File: src/rtl/ram_pkg.sv
// Shared constants, FSM state type and lane-count helper for the byte-enabled dual-port RAM.
package ram_pkg;

  localparam int RDW_READ_FIRST  = 0;
  localparam int RDW_WRITE_FIRST = 1;

  typedef enum logic {
    INIT,
    READY
  } state_t;

  function automatic int num_bytes(input int data_width, input int byte_width);
    return data_width / byte_width;
  endfunction

endpackage

File: src/rtl/ram_byte_lane.sv
// One byte-wide storage lane: array write port plus registered read with
// selectable same-address read-during-write behaviour.
module ram_byte_lane
  import ram_pkg::*;
#(
  parameter int BYTE_WIDTH = 8,
  parameter int ADDR_WIDTH = 4,
  parameter int RDW_MODE   = RDW_READ_FIRST
) (
  input  logic                  clk,
  input  logic                  reset,
  input  logic                  we,
  input  logic [ADDR_WIDTH-1:0] waddr,
  input  logic [BYTE_WIDTH-1:0] wdata,
  input  logic                  re,
  input  logic [ADDR_WIDTH-1:0] raddr,
  output logic [BYTE_WIDTH-1:0] rdata
);

  localparam int DEPTH = 2 ** ADDR_WIDTH;

  logic [BYTE_WIDTH-1:0] mem [DEPTH];
  logic [BYTE_WIDTH-1:0] rdata_reg;
  logic [BYTE_WIDTH-1:0] rd_word;

  always_ff @(posedge clk) begin
    if (we) begin
      mem[waddr] <= wdata;
    end
  end

  // Write-first forwards the incoming lane value; read-first sees the pre-edge array value.
  always_comb begin
    rd_word = mem[raddr];
    if (RDW_MODE == RDW_WRITE_FIRST && we && (waddr == raddr)) begin
      rd_word = wdata;
    end
  end

  always_ff @(posedge clk or negedge reset) begin
    if (!reset) begin
      rdata_reg <= '0;
    end else if (re) begin
      rdata_reg <= rd_word;
    end
  end

  assign rdata = rdata_reg;

endmodule

File: src/rtl/dual_port_ram_be.sv
// Simple-dual-port RAM with byte-lane write enables, 1- or 2-cycle read latency
// and a hardware zero-fill sequence after every reset.
module dual_port_ram_be
  import ram_pkg::*;
#(
  parameter int DATA_WIDTH = 32,
  parameter int BYTE_WIDTH = 8,
  parameter int ADDR_WIDTH = 4,
  parameter int RD_LATENCY = 1,
  parameter int RDW_MODE   = RDW_READ_FIRST
) (
  input  logic                             clk,
  input  logic                             reset,
  input  logic                             wr_en,
  input  logic [ADDR_WIDTH-1:0]            wr_addr,
  input  logic [DATA_WIDTH-1:0]            wr_data,
  input  logic [DATA_WIDTH/BYTE_WIDTH-1:0] wr_be,
  input  logic                             rd_en,
  input  logic [ADDR_WIDTH-1:0]            rd_addr,
  output logic [DATA_WIDTH-1:0]            rd_data,
  output logic                             rd_valid,
  output logic                             init_done
);

  localparam int NUM_BYTES = num_bytes(DATA_WIDTH, BYTE_WIDTH);

  if (DATA_WIDTH % BYTE_WIDTH != 0) begin : g_bad_width
    $error("DATA_WIDTH must be a multiple of BYTE_WIDTH");
  end
  if (RD_LATENCY != 1 && RD_LATENCY != 2) begin : g_bad_latency
    $error("RD_LATENCY must be 1 or 2");
  end

  state_t                  state_reg, state_next;
  logic [ADDR_WIDTH-1:0]   clr_cnt_reg, clr_cnt_next;
  logic [NUM_BYTES-1:0]    lane_we;
  logic [ADDR_WIDTH-1:0]   mem_waddr;
  logic [DATA_WIDTH-1:0]   mem_wdata;
  logic                    rd_accept;
  logic [DATA_WIDTH-1:0]   s1_data;
  logic                    s1_valid_reg;

  always_ff @(posedge clk or negedge reset) begin
    if (!reset) begin
      state_reg   <= INIT;
      clr_cnt_reg <= '0;
    end else begin
      state_reg   <= state_next;
      clr_cnt_reg <= clr_cnt_next;
    end
  end

  always_comb begin
    state_next   = state_reg;
    clr_cnt_next = clr_cnt_reg;
    case (state_reg)
      INIT: begin
        clr_cnt_next = clr_cnt_reg + ADDR_WIDTH'(1);
        if (clr_cnt_reg == {ADDR_WIDTH{1'b1}}) begin
          state_next = READY;
        end
      end
      READY:   state_next = READY;
      default: state_next = INIT;
    endcase
  end

  // The clear sequence owns the write port until it finishes; user requests are dropped meanwhile.
  always_comb begin
    lane_we   = '0;
    mem_waddr = wr_addr;
    mem_wdata = wr_data;
    if (state_reg == INIT) begin
      lane_we   = '1;
      mem_waddr = clr_cnt_reg;
      mem_wdata = '0;
    end else if (wr_en) begin
      lane_we = wr_be;
    end
  end

  assign rd_accept = rd_en && (state_reg == READY);
  assign init_done = (state_reg == READY);

  for (genvar gi = 0; gi < NUM_BYTES; gi++) begin : g_lane
    ram_byte_lane #(
      .BYTE_WIDTH(BYTE_WIDTH),
      .ADDR_WIDTH(ADDR_WIDTH),
      .RDW_MODE  (RDW_MODE)
    ) u_lane (
      .clk  (clk),
      .reset(reset),
      .we   (lane_we[gi]),
      .waddr(mem_waddr),
      .wdata(mem_wdata[gi*BYTE_WIDTH +: BYTE_WIDTH]),
      .re   (rd_accept),
      .raddr(rd_addr),
      .rdata(s1_data[gi*BYTE_WIDTH +: BYTE_WIDTH])
    );
  end

  always_ff @(posedge clk or negedge reset) begin
    if (!reset) begin
      s1_valid_reg <= 1'b0;
    end else begin
      s1_valid_reg <= rd_accept;
    end
  end

  if (RD_LATENCY == 2) begin : g_lat2
    logic [DATA_WIDTH-1:0] s2_data_reg;
    logic                  s2_valid_reg;

    always_ff @(posedge clk or negedge reset) begin
      if (!reset) begin
        s2_data_reg  <= '0;
        s2_valid_reg <= 1'b0;
      end else begin
        s2_valid_reg <= s1_valid_reg;
        if (s1_valid_reg) begin
          s2_data_reg <= s1_data;
        end
      end
    end

    assign rd_data  = s2_data_reg;
    assign rd_valid = s2_valid_reg;
  end else begin : g_lat1
    assign rd_data  = s1_data;
    assign rd_valid = s1_valid_reg;
  end

endmodule

File: config.mk
export PLATFORM = sky130hd
export DESIGN_NAME = dual_port_ram_be
export DESIGN_NICKNAME = d
export VERILOG_FILES = /design/src/rtl/ram_pkg.sv /design/src/rtl/ram_byte_lane.sv /design/src/rtl/dual_port_ram_be.sv
export SDC_FILE = /design/constraint.sdc
export NUM_CORES = 1
export LEC_CHECK = 0
export BUFFER_PORTS_ARGS = -buffer_cell sky130_fd_sc_hd__clkbuf_2
export CAP_MARGIN = 25
export CORE_UTILIZATION = 30
export DETAILED_ROUTE_END_ITERATION = 6
export GPL_TIMING_DRIVEN = 0
export PLACE_DENSITY_LB_ADDON = 0.25
export SLEW_MARGIN = 10
export SYNTH_ARGS = -nofsm -noshare
export SYNTH_HDL_FRONTEND = slang
export SYNTH_SLANG_ARGS = --single-unit
File: constraint.sdc
create_clock -name clk -period 2.5 [get_ports clk]
set_clock_uncertainty 0.15 [all_clocks]
set_input_delay 0.5 -clock clk [delete_from_list [all_inputs] [get_ports clk]]
set_output_delay 0.5 -clock clk [all_outputs]
set_load 0.01 [all_outputs]
==> After elaboration in Yosys (flattened, before gate mapping) <==
Memory sizes are Yosys's and may differ from the RTL's. A register that Yosys moved wholly into a read port is not among the register bits.
Cells that the tools add are included.
W data, S select, Z words.
{ "classes": {"n_addsub": 1, "eq_ne": 1, "n_mux": 14, "bitwise": 1, "n_reduce_logical": 5} }
{ "op_table": {"columns": ["cell", "count"], "rows": [
  ["$mux W32", 1],
  ["$mux W4", 3],
  ["$mux W1", 9],
  ["$add A4 B1 Y4 const B", 1],
  ["$eq A4 B4 Y1 const B", 1],
  ["$logic_not A1 Y1", 4],
  ["$pmux W1 S2", 1],
  ["$logic_and A1 B1 Y1", 1],
  ["$not A1 Y1", 1]
]} }
{ "word_totals": {"ff_bits": 6, "ram_bits": 512, "in_bits": 48, "out_inout_bits": 34, "mem_count": 4} }
{ "memory_table": {"columns": ["memory", "depth", "word_bits", "read_ports", "rd_clocked_by_memory_dff", "wr", "line", "rtl"], "rows": [
  ["g_lane[0].u_lane.mem", 16, 8, 1, 1, 1, "ram_byte_lane.sv:22", "logic [BYTE_WIDTH-1:0] mem [DEPTH];"],
  ["g_lane[1].u_lane.mem", 16, 8, 1, 1, 1, "ram_byte_lane.sv:22", null],
  ["g_lane[2].u_lane.mem", 16, 8, 1, 1, 1, "ram_byte_lane.sv:22", null],
  ["g_lane[3].u_lane.mem", 16, 8, 1, 1, 1, "ram_byte_lane.sv:22", null]
]} }

==> Depth between registers and ports, before layout <==
{ "depth": {"depth_word": 4, "depth_mapped": 7, "mapped_depth_nobuf": 4} }

==> Hierarchy <==
Synthesis repeated with hierarchy kept, for this count alone.
{ "hier_totals": {"cells_unflattened": 1024, "area_unflattened_um2": 21876.0} }
{ "by_module_without_submodules": {"columns": ["module", "instances", "cells_per_inst", "area_per_inst_um2"], "rows": [
  ["ram_byte_lane", 4, 240, 5331.4],
  ["dual_port_ram_be", 1, 64, 550.5]
]} }

==> Worst setup path before layout <==
Ideal clock, no wire load.
{ "synth_path": {"path_kind": "flip-flop to flip-flop", "startpoint": "register state_reg (netlist: init_done)", "endpoint": "memory g_lane[0].u_lane.mem[1][0] (enable)", "setup_time_ps": 370, "arrival_ps": 1580, "t_required_ps": 1980, "slack_ps": 400, "path_stages_with_launch": 6, "path_buffers": 2, "cell_sequence": "dfrtp_1 -> buf_2 -> buf_6 -> o32ai_2 -> nand2_1 -> nor2_1"} }
{ "synth_via": {"elab_chain_cells": 3} }
{ "synth_rtl": {"columns": ["item", "line", "rtl"], "rows": [
  ["start: declaration", "dual_port_ram_be.sv:34", "state_t state_reg, state_next;"],
  ["start signal: assignment", "dual_port_ram_be.sv:48", "state_reg <= state_next;"],
  ["$mux W4", "dual_port_ram_be.sv:73", "if (state_reg == INIT) begin"],
  ["$mux W1", "ram_byte_lane.sv:27", "if (we) begin"],
  ["$mux W1 (not written as such)", "ram_byte_lane.sv:28", "mem[waddr] <= wdata;"],
  ["end: declaration", "ram_byte_lane.sv:22", null]
]} }
Parallel ways exist; a longest one is shown, timed or not.

==> Worst setup path after layout <==
{ "layout_path": {"startpoint": "register state_reg (netlist: init_done)", "endpoint": "memory g_lane[3].u_lane.mem[10][6] (enable)"} }
{ "layout_via": {"elab_chain_cells": 3} }
{ "layout_rtl": {"columns": ["item", "line"], "rows": [
  ["$mux W4", "dual_port_ram_be.sv:73"],
  ["$mux W1", "ram_byte_lane.sv:27"],
  ["$mux W1 (not written as such)", "ram_byte_lane.sv:28"],
  ["end: declaration", "ram_byte_lane.sv:22"]
]} }
Parallel ways exist; a longest one is shown, timed or not.

==> impl_metrics.prom <==
# TYPE chip_impl_metric gauge
chip_impl_info{name="globalRoute.busiestLayer",value="met2"} 1
chip_impl_metric{name="number_of_global_route_vias_before_repair",unit=""} 12679
chip_impl_metric{name="antenna_found_initial",unit=""} 0
chip_impl_metric{name="p_leak",unit="µW"} 0.00955
chip_impl_metric{name="wl_per_cell",unit="µm"} 25.9
chip_impl_metric{name="final_hpwl_from_detailed_placement",unit="mm"} 43.8
chip_impl_metric{name="cts_htree_levels",unit=""} 2
chip_impl_metric{name="cts_buf_count",unit=""} 56
chip_impl_metric{name="n_antenna_cell",unit=""} 0
chip_impl_metric{name="drt_first_iter_violations",unit=""} 1094
chip_impl_metric{name="initial_utilization",unit="%"} 30.4
chip_impl_metric{name="period_minus_ws_final",unit="ps"} 2470
chip_impl_metric{name="finalNonFillerCells",unit=""} 2548
chip_impl_metric{name="slew-limit-headroom",unit="%"} 33.6
chip_impl_metric{name="maxSlewViolCount",unit=""} 0
chip_impl_metric{name="worst_setup_hold_path_clk_slew",unit="ps"} 60
chip_impl_metric{name="power.ir.vdd_worst",unit="mV"} 0.494
chip_impl_metric{name="clock_sinks",unit=""} 550
chip_impl_metric{name="number_of_hold_slack_violations_in_the_final_timing_report",unit=""} 0
chip_impl_metric{name="path_max_fanout",unit=""} 10
chip_impl_metric{name="area_added_between_synthesis_and_finish",unit="%"} 23.6
chip_impl_metric{name="cap_violations",unit=""} 0
chip_impl_metric{name="power_density",unit="mW/mm²"} 720
chip_impl_metric{name="die_height",unit="µm"} 272
chip_impl_metric{name="grt_use_total",unit="%"} 17.6
chip_impl_metric{name="placeableCoreArea",unit="mm²"} 0.0717
chip_impl_metric{name="grtUsageMet2",unit="%"} 28.8
chip_impl_info{name="synth_area_leaders",value="edfxtp_1 70%, mux2i_1 12%, dfrtp_1 4.4%"} 1
chip_impl_metric{name="gpl.final_weighted_congestion",unit=""} 0.847
chip_impl_metric{name="final-setup-viol-count",unit=""} 0
chip_impl_metric{name="yosys_register_bits",unit=""} 550
chip_impl_info{name="layout_commonest_cell",value="edfxtp_1"} 1
chip_impl_metric{name="post-route-period-util",unit="%"} 98.6
chip_impl_metric{name="met3_usage",unit="%"} 3.02
chip_impl_metric{name="postSynthAreaPerCell",unit="µm²"} 16.3
chip_impl_metric{name="netlist_area",unit="mm²"} 0.0218
chip_impl_metric{name="post-route-drc-count",unit=""} 0
chip_impl_metric{name="yosysSeqAreaShare",unit="%"} 74.8
chip_impl_info{name="critPathSlowestCell",value="dfrtp_2"} 1
chip_impl_metric{name="cpPeakStageDelay",unit="ps"} 460
chip_impl_info{name="holdCritPathClass",value="in2reg"} 1
chip_impl_metric{name="global_route_wire_length_before_repair",unit="mm"} 91.9
chip_impl_metric{name="yosysTopAreaCellShare",unit="%"} 70.4
chip_impl_metric{name="routed_wirelength",unit="mm"} 65.9
chip_impl_metric{name="num_vias",unit=""} 12605
chip_impl_metric{name="globalRoute.totalOverflow",unit=""} 0
chip_impl_metric{name="critPathArrivalTime",unit="ps"} 2620
chip_impl_metric{name="fmax_achieved",unit="MHz"} 405
chip_impl_metric{name="core.rowCount",unit=""} 98
chip_impl_metric{name="vias_per_cell",unit=""} 4.95
chip_impl_info{name="status",value="completed"} 1
chip_impl_metric{name="ioPinCount",unit=""} 82
chip_impl_metric{name="portBuffers",unit=""} 80
chip_impl_metric{name="drive_above_1_share",unit="%"} 25.3
chip_impl_metric{name="cp.buffers_inverters",unit=""} 3
chip_impl_metric{name="drtAntennaViolNets",unit=""} 0
chip_impl_metric{name="chipWidth",unit="µm"} 272
chip_impl_metric{name="maximum_number_of_pins_on_one_net_before_global_route_repair",unit=""} 23
chip_impl_metric{name="groute.layer.met1.usage",unit="%"} 24.0
chip_impl_info{name="yosys.area.top_type",value="edfxtp_1"} 1
chip_impl_metric{name="finish.net_count",unit=""} 1601
chip_impl_info{name="cts_tree",value="built"} 1
chip_impl_metric{name="clkLatencyLatePin",unit="ps"} 610
chip_impl_metric{name="post_synth_num_cell_types",unit=""} 32
chip_impl_metric{name="post-place-cells",unit=""} 2380
chip_impl_metric{name="drtPass1Iterations",unit=""} 5
chip_impl_metric{name="fp.dieArea",unit="mm²"} 0.0739
chip_impl_metric{name="cp.required",unit="ps"} 2660
chip_impl_info{name="crit_path_end_kind",value="flip-flop"} 1
chip_impl_metric{name="final_total_pwr",unit="µW"} 19400
chip_impl_info{name="cts.root.buffer_cell",value="clkbuf_16"} 1
chip_impl_metric{name="cts_buffer_depth",unit=""} 3
chip_impl_metric{name="place_worst_setup_slack",unit="ps"} -590
chip_impl_metric{name="syn_nets",unit=""} 1389
chip_impl_info{name="worst_setup_path_start_kind",value="flip-flop"} 1
chip_impl_metric{name="worst_slack",unit="ps"} 33.9
chip_impl_info{name="commonest_non_fill_non_tap_cells_in_the_layout",value="512 x edfxtp_1, 256 x mux2i_1, 107 x nand2_1"} 1
chip_impl_info{name="family_with_the_most_delay_on_the_worst_path",value="buffers and inverters"} 1
chip_impl_info{name="grt_setup_unrepaired",value="yes"} 1
chip_impl_metric{name="flip_flop_count_of_the_largest_register_after_layout",unit=""} 512
chip_impl_metric{name="postSynthCellCount",unit=""} 1340
chip_impl_info{name="path_cells",value="clkbuf_4, buf_6, o32ai_2, nand2_2, nor2_4, buf_12"} 1
chip_impl_info{name="timing_worst_setup_path_type",value="reg2reg"} 1
chip_impl_metric{name="tightestPinTransition",unit="ps"} 996
chip_impl_metric{name="total_negative_slack_for_setup_checks",unit="ps"} 0
chip_impl_metric{name="ys.warnings.count",unit=""} 0
-- kinds of logic (layout without fill, tap and decap cells) --
kind of cell / Yosys count / after routing / synth area share, %
flops: 550 / 550 / 74.8
simple gates: 326 / 326 / 6.73
mux: 257 / 257 / 11.8
compound gates: 122 / 122 / 4.03
buf+inv: 81 / 339 / 2.50
xor+xnor: 3 / 3 / 0.120
fa+ha+maj: 1 / 1 / 0.0573
-- metal layers --
metal / vias up / routed length [µm]
met2: 439 / 31200
met3: 113 / 4130
met5: - / 0
met1: 6482 / 28700
li1: 5571 / -
met4: 0 / 1860
-- cell usage after synthesis (all sizes together) --
cell / number
edfxtp: 512
mux2i: 256
nand2: 123
nand3: 78
a22oi: 77
nor2: 66
buf: 62
dfrtp: 38
and2: 33
a21oi: 32
nand4: 19
clkbuf: 13
inv: 6
o32ai: 5
a21boi: 4
nand2b: 4
o22ai: 3
xnor2: 3
nor2b: 2
a31o: 1
ha: 1
mux2: 1
or2: 1
-- where the power goes --
group / leakage, µW / internal, µW / total [µW] / switching (µW)
sequential: 0.00507 / 10200 / 10200 / 56.9
combinational: 0.00363 / 433 / 1340 / 911
clock: 0.000839 / 4460 / 7860 / 3400
-- tightest hold or removal path: stages --
cell and delay [ps]:
clkbuf_2 150, nor2_2 110, nand4_1 80, nand3_1 70
-- worst paths after layout --
path                                                     to  cells past startpoint                      start  slack, ps
worst max-delay path            g_lane[3].u_lane.mem[10][6]                      6                  init_done         30
worst min-delay path              g_lane[1].u_lane.rdata[3]                      4                 rd_addr[3]        190
worst max register to register  g_lane[3].u_lane.mem[10][6]                      6                  init_done         30
worst min register to register    g_lane[3].u_lane.rdata[2]                      2  g_lane[3].u_lane.rdata[2]        330
max in group asynchronous                         init_done                      3                      reset       1420
min in group asynchronous         g_lane[1].u_lane.rdata[3]                      2                      reset        220
-- per-stage QoR --
step	hold slack [ps]	utilization (%)	instance area, µm²
floorplan	54.4	-	21800
global placement	319	32.7	23400
detailed placement	320	32.8	23500
CTS	168	36.4	26100
global route	197	37.6	27000
finish	194	37.6	27000
-- repair_timing --
item	CTS	global route
pin swaps	13	33
endpoints found under the setup margin	1016	776
gates resized for setup	151	36
hold endpoints to repair	16	0
hold buffers	1	0
buffers inserted	19	43
cloned	0	0
-- layout make-up --
type                       instances  area (µm²)
fill                            6681       44800
sequential                       550       16300
multi-input combinational        709        5630
clock buffer                      83        1580
timing repair buffer             154        1560
tap                              950        1190
buffer                            75         543
clock inverter                    21         123
inverter                           6        22.5
No activity file was read; power rests on OpenSTA's default activity.
